`src/rtl/bcd_gate_pkg.sv`:
```
// Shared types and constants for the gated BCD event counter.
package bcd_gate_pkg;

    localparam int BCD_W = 4;
    localparam logic [BCD_W-1:0] BCD_MAX = 4'd9;

    typedef enum logic [1:0] {
        IDLE,
        CLEAR,
        GATE,
        LATCH
    } state_t;

endpackage

```
`src/rtl/bcd_gate_counter_ctrl_digit.sv`:
```
// One BCD decade: counts 0..9 on ce, wraps 9->0, sync clear, TC and CEO for cascading.
module bcd_digit
    import bcd_gate_pkg::*;
(
    input  logic             clk,
    input  logic             rst_n,
    input  logic             clr,
    input  logic             ce,
    output logic [BCD_W-1:0] q,
    output logic             tc,
    output logic             ceo
);

    // NOTE: sequential state uses non-blocking assignments so every flop samples pre-edge values.
    always_ff @(posedge clk or negedge rst_n) begin
        if (!rst_n) begin
            q <= '0;
        end else if (clr) begin
            q <= '0;
        end else if (ce) begin
            q <= (q == BCD_MAX) ? '0 : q + BCD_W'(1);
        end
    end

    assign tc  = (q == BCD_MAX);
    assign ceo = tc & ce;

endmodule

```
`src/rtl/bcd_gate_counter_ctrl.sv`:
```
// Gated BCD event counter controller: IDLE -> CLEAR -> GATE -> LATCH, optional repeat.
// Define SYNC_EVT_EN to count synchronized rising edges of evt instead of per-cycle levels.
module bcd_gate_counter_ctrl
    import bcd_gate_pkg::*;
#(
    parameter int DIGITS      = 4,
    parameter int GATE_CYCLES = 1000
) (
    input  logic                    clk,
    input  logic                    rst_n,
    input  logic                    start,
    input  logic                    cont,
    input  logic                    evt,
    output logic                    busy,
    output logic                    done,
    output logic                    ovf,
    output logic [BCD_W*DIGITS-1:0] bcd
);

    localparam int TW = (GATE_CYCLES > 2) ? $clog2(GATE_CYCLES) : 1;

    state_t                  state;
    logic [TW-1:0]           timer;
    logic                    sticky_ovf;
    logic                    evt_cnt;
    logic                    clr;
    logic [DIGITS-1:0]       ce;
    logic [DIGITS-1:0]       tc;
    logic [DIGITS-1:0]       ceo;
    logic [BCD_W*DIGITS-1:0] cascade;
    logic                    unused_tc;

`ifdef SYNC_EVT_EN
    logic [2:0] evt_sync;
    logic       evt_rise;

    // Synchronizer keeps running through CLEAR so an edge straddling windows is not lost or doubled.
    always_ff @(posedge clk or negedge rst_n) begin
        if (!rst_n) begin
            evt_sync <= '0;
            evt_rise <= 1'b0;
        end else begin
            evt_sync <= {evt_sync[1:0], evt};
            evt_rise <= evt_sync[1] & ~evt_sync[2];
        end
    end

    assign evt_cnt = evt_rise;
`else
    assign evt_cnt = evt;
`endif

    assign clr   = (state == CLEAR);
    assign ce[0] = evt_cnt & (state == GATE);

    for (genvar i = 0; i < DIGITS; i++) begin : g_digit
        if (i > 0) begin : g_chain
            assign ce[i] = ceo[i-1];
        end
        bcd_digit u_digit (
            .clk   (clk),
            .rst_n (rst_n),
            .clr   (clr),
            .ce    (ce[i]),
            .q     (cascade[BCD_W*i +: BCD_W]),
            .tc    (tc[i]),
            .ceo   (ceo[i])
        );
    end

    // Per-digit TC is only consumed inside each decade's CEO here.
    assign unused_tc = ^tc;

    always_ff @(posedge clk or negedge rst_n) begin
        if (!rst_n) begin
            state      <= IDLE;
            timer      <= '0;
            sticky_ovf <= 1'b0;
            bcd        <= '0;
            ovf        <= 1'b0;
            done       <= 1'b0;
            busy       <= 1'b0;
        end else begin
            done <= 1'b0;
            case (state)
                IDLE: begin
                    if (start) begin
                        state <= CLEAR;
                        busy  <= 1'b1;
                    end
                end
                CLEAR: begin
                    timer      <= TW'(GATE_CYCLES - 1);
                    sticky_ovf <= 1'b0;
                    state      <= GATE;
                end
                GATE: begin
                    // Top-decade carry means the window exceeded the displayable range.
                    if (ceo[DIGITS-1]) sticky_ovf <= 1'b1;
                    if (timer == '0) state <= LATCH;
                    else             timer <= timer - TW'(1);
                end
                LATCH: begin
                    bcd  <= cascade;
                    ovf  <= sticky_ovf;
                    done <= 1'b1;
                    if (cont) begin
                        state <= CLEAR;
                    end else begin
                        state <= IDLE;
                        busy  <= 1'b0;
                    end
                end
                default: state <= IDLE;
            endcase
        end
    end

endmodule

```
`config.mk`:
```
export PLATFORM = sky130hd
export DESIGN_NAME = bcd_gate_counter_ctrl
export DESIGN_NICKNAME = d
export VERILOG_FILES = /design/src/rtl/bcd_gate_pkg.sv /design/src/rtl/bcd_gate_counter_ctrl_digit.sv /design/src/rtl/bcd_gate_counter_ctrl.sv
export SDC_FILE = /design/constraint.sdc
export NUM_CORES = 1
export LEC_CHECK = 0
export BUFFER_PORTS_ARGS = -buffer_cell sky130_fd_sc_hd__buf_2
export CAP_MARGIN = 30
export CORE_MARGIN = 2
export CORE_UTILIZATION = 53
export CTS_CLUSTER_SIZE = 40
export DETAILED_ROUTE_END_ITERATION = 8
export GPL_TIMING_DRIVEN = 0
export HOLD_SLACK_MARGIN = 0.12
export PLACE_DENSITY = 0.79
export SLEW_MARGIN = 30
export SYNTH_ARGS = -nofsm -noshare
export SYNTH_HDL_FRONTEND = slang
export SYNTH_SLANG_ARGS = --single-unit
export TNS_END_PERCENT = 50
```
`constraint.sdc`:
```
create_clock -name clk -period 2 [get_ports clk]
set_input_delay 0.2 -clock clk [delete_from_list [all_inputs] [get_ports clk]]
set_output_delay 0.2 -clock clk [all_outputs]
set_load 0.01 [all_outputs]
```
# Word-level counts from Yosys, hierarchy flattened
# Cells that the tools add are included.
[word_totals]
ff_bits = 48
in_bits = 5
output_inout_bits = 19
wordCells = 69
[op_classes]
addsub = 5
n_eq_ne = 12
muxes = 24
n_bitwise = 5
n_reduce_logical = 12
[ops]
columns = ["cell", "count"]
rows = [
  ["$mux W4", 12],
  ["$pmux W10 S2", 1],
  ["$add A4 B1 Y4 const B", 4],
  ["$eq A4 B4 Y1 const B", 4],
  ["$reduce_bool A2 Y1", 6],
  ["$logic_not A10 Y1", 1],
  ["$mux W10", 1],
  ["$sub A10 B1 Y10 const B", 1],
  ["$pmux W2 S4", 1],
  ["$ne A2 B2 Y1 const B", 3],
  ["$reduce_and A2 Y1", 3],
  ["$and A1 B1 Y1", 5],
  ["$mux W1", 5],
  ["$eq A2 B2 Y1 const B", 2],
  ["$mux W2", 2],
  ["$ne A2 B1 Y1 const B", 2],
  ["$pmux W1 S2", 2],
  ["$reduce_and A3 Y1", 1],
  ["$eq A2 B1 Y1 const B", 1],
  ["$logic_not A2 Y1", 1],
]

# Logic depth before layout (Yosys ltp)
[logic_depth]
word_depth = 8
ltp_mapped = 7
mapped_depth_nobuf = 6

# Hierarchy
# Synthesis repeated with hierarchy kept, for this count alone.
[hier_totals]
hier_cells = 224
area_unflattened_um2 = 2422.3
[modules_own_cells]
columns = ["mod", "n_inst", "cells_each", "area_each_um2", "seq_area_each_um2"]
rows = [
  ["bcd_gate_counter_ctrl", 1, 116, 1426.4, 800.8],
  ["bcd_digit", 4, 27, 249.0, 100.1],
]

# Worst setup path before layout
# Ideal clock, no wire load.
[synth_timing]
path_kind = "flip-flop to flip-flop"
start = "register timer[0]"
end = "register state[1]"
setup_ns = 0.127
t_arrival_ns = 1.924
setup_slack_ns = -0.052
stages_incl_launch_ff = 7
n_path_buf = 0
synth_period_minus_slack_ns = 2.052
cell_sequence = "dfrtp_1 inv_1 ha_1 or3b_2 o41ai_4 and2b_1 mux2_1"
[synth_between]
elab_chain_cells = 3
[synth_lines]
columns = ["element", "line", "source"]
rows = [
  ["start, declared", "bcd_gate_counter_ctrl.sv:23", "logic [TW-1:0] timer;"],
  ["start signal, assigned", "bcd_gate_counter_ctrl.sv:93", "timer <= TW'(GATE_CYCLES - 1);"],
  ["start signal, assigned", "bcd_gate_counter_ctrl.sv:101", "else timer <= timer - TW'(1);"],
  ["$logic_not A10 Y1", "bcd_gate_counter_ctrl.sv:100", "if (timer == '0) state <= LATCH;"],
  ["$ne A2 B1 Y1 (no line)", "n/a", ""],
  ["$reduce_and A2 Y1 (no line)", "n/a", ""],
  ["end signal, assigned", "bcd_gate_counter_ctrl.sv:100", ""],
  ["end signal, assigned", "bcd_gate_counter_ctrl.sv:108", "state <= CLEAR;"],
  ["end signal, assigned", "bcd_gate_counter_ctrl.sv:110", "state <= IDLE;"],
  ["end, declared", "bcd_gate_counter_ctrl.sv:22", "state_t state;"],
]
# No other way between the ends.
# A chain may end at the register's enable or synchronous reset.

# Worst setup path after layout
[layout_timing]
start = "register timer[7]"
end = "register state[1]"
# Same word-level chain as after synthesis.

==> impl_metrics.toml <==
[cells_and_area]
post-route-cell-area_sq_um = 2850
diodes = 0
final_core_util_pct = 65.0
area_growth_pct = 18.1
final_nets = 277
drive_above_1_share_pct = 28.2

[timing]
worst_pin_slew_ns = 0.594
whs_ns = 0.180
rsz0062_at_grt = "true"
fin_crit_sh_pct = 99.3
hold_violations = 0
relSlewSlack_pct = 60.4
finalWorstSetupSlack_ns = 0.0131
slew_viol_final = 0
clock_skew_ns = 0.00835
fmax_mhz = 503
period_minus_slack_ns = 1.99
setup_violations = 0

[run_status]
run_status = "finished clean"

[synthesis]
synthSimpleGateAreaFrac_pct = 17.4
synth_top_family_by_area = "simple AND/OR/NAND/NOR gates"
syn-cell-area_sq_um = 2410
synth_edf_count = 0
synth_compound_area_share_pct = 12.1
ys_types = 44
syn_avg_cell_area_sq_um = 10.9
synth_fp_nets = 240
synth-async-reset-ratio_pct = 100
synth-seq-area-share_pct = 49.8
synth-adder-area-share_pct = 6.74
synthMuxAreaShare_pct = 10.9
postSynthCellCount = 222
yosys_warnings = 0
synth-xor-area-share_pct = 0
ys.flop_type = "dfrtp_1"
ys_ff_latch = 48

[clock_network]
cts_buffer_depth = 2
h-tree-depth = 2
clk_transition_reported_paths_ns = 0.09
clockRootBuffer = "clkbuf_8"
clock-sinks = 48
cts_tree = "built"
cts-buffers-inserted = 5
insertion_delay_ns = 0.30

[global_route]
gr-usage-all-layers_pct = 19.7
grt.overflow.total = 0
grt_pass1_wl_mm = 7.99
grt_start_max_net_pins = 49
antenna_found_initial = 0
grt_pass1_vias = 1753

[power]
ir_drop_mv = 0.538
p_sw_uw = 921
clkPwrFrac_pct = 27.6
total_power_mw = 2.88
switching_share_pct = 31.9
comb_power_share_pct = 31.7
p_int_mw = 1.96
p_leak_nw = 1.38
pwr-share-seq_pct = 40.7
powerDensity_nw_per_um2 = 1010

[floorplanning]
io_pins = 24
dieArea_sq_um = 5110
coreArea_sq_um = 4380
rows = 24
floorplan.initialDensity_pct = 55.0
chipWidth_um = 71.5
die_h_um = 71.5

[critical_path]
critPathMaxFanout = 5
critPathArrivalTime_ns = 2.18
max_stage_delay_ns = 0.57
worstPathCellList = "or4_4 > o41ai_4 > and2b_1 > mux2_4"
path_class = "reg -> reg"
slowest_stage = "or4_4"
end_kind = "register"
cp.required_ns = 2.19
critPathLaunchType = "register"

[placed_design]
post_dp_cell_area_sq_um = 2600
port_buffers = 23
dp_hpwl_mm = 3.13
place_ws_ns = -0.304
place_congestion = 0.813

[hold_path]
hold_class = "in -> reg"

[flow_run]
max-cap-violations = 0

[drt]
wire_per_inst_um = 14.9
vias = 1861
drc_errors = 0
wl_mm = 4.65
first_pass_iters = 4
vias_per_cell = 5.98
ant_nets = 0
drtIter0Drc = 104
[layer usage]
metal / share of wire, % / wire [um] / track usage (%)
met4: 0.73 / 34 / 5.24
met1: 44 / 2050 / 24.7
met3: 3.8 / 175 / 5.06
met2: 51 / 2390 / 34.1
met5: 0 / 0 / 0
[layout make-up]
class	count	area [sq um]
Timing Repair Buffer	30	173
Clock buffer	5	68.8
Clock inverter	2	60.1
Multi-Input combinational cell	155	1200
Buffer	7	32.5
Sequential cell	48	1200
Tap cell	52	65.1
Inverter	12	45.0
Fill cell	355	1540
[placed cells by master, fill, tap and decap left out, types with 7 or more instances in the layout]
master and n:
buf_4 7, inv_1 10, a21oi_1 12, ha_1 12
nand2_1 12, o21ai_0 8, nor2_1 22, dfrtp_1 47
buf_2 22, mux2_2 18
[final timing paths]
| path | startpoint | endpoint | slack, ns | depth (start not counted) |
|---|---|---|---|---|
| min | cont | busy | 0.18 | 3 |
| max reg2reg | timer[7] | state[1] | 0.01 | 4 |
| max | timer[7] | state[1] | 0.01 | 4 |
| min in group asynchronous | rst_n | timer[3] | 0.45 | 2 |
| min reg2reg | bcd[1] | bcd[1] | 0.51 | 1 |
| max in group asynchronous | rst_n | timer[5] | 1.13 | 2 |
[synthesized netlist by cell type (all sizes together), types with 2 or more instances]
library cell / instances / area, sq um
dfrtp: 48 / 1200
nor2: 22 / 82.6
mux2: 19 / 214
ha: 13 / 163
nand2: 13 / 51.3
a21oi: 12 / 60.1
inv: 12 / 45.0
o21ai: 8 / 40.0
clkbuf: 6 / 22.5
nand3: 6 / 30.0
mux2i: 5 / 50.1
nor4: 5 / 37.5
a31oi: 4 / 25.0
and3b: 4 / 35.0
nor3: 4 / 20.0
or3: 4 / 25.0
a311oi: 3 / 26.3
nand3b: 3 / 22.5
nand4: 3 / 18.8
a21o: 2 / 15.0
a31o: 2 / 17.5
a41oi: 2 / 17.5
and2: 2 / 12.5
nand2b: 2 / 12.5
nor4b: 2 / 23.8
o211ai: 2 / 15.0
o41ai: 2 / 36.3
[repair_timing]
item                                    in CTS  in global routing
gates resized for setup                      6                  9
endpoints found under the hold margin       48                  0
buffers inserted                             2                  4
hold buffers                                 1                  0
endpoints found under the setup margin      20                 17
pin swaps                                    3                  1
[flip-flops by register name (all words and copies together) (netlist names)]
register / cells
g_digit.u_digit.q: 16
bcd: 16
ovf: 1
busy: 1
state: 2
timer: 10
done: 1
sticky_ovf: 1
[cells by family after synthesis]
group,count (synthesis)
adders and majority gates,13
and+or+nand+nor,76
muxes,24
AOI/OAI and AO/OA,42
buffers and inverters,19
DFF,48
[through the flow]
stage / cells / setup TNS (ns)
floorplan: 222 / -0.0162
global placement: 297 / -1.85
detailed placement: 297 / -2.02
CTS: 307 / 0
global route: 311 / -0.216
finish: 311 / 0
[critical path: cells and delay by family (launching register included)]
kind            cells  cell delay, ns
flops               1            0.43
mux                 1            0.30
compound gates      1            0.37
simple gates        2            0.79
[power groups by stage]
stage	Combinational, mW	Clock, mW	Sequential (mW)
after global placement	0.808	0	1.18
after CTS	0.881	0.815	1.17
after global routing	1.02	0.849	1.19
final	0.914	0.795	1.17
after floorplan	0.611	0	1.18
after detailed placement	0.827	0	1.19
(Power assumes the default switching activity.)
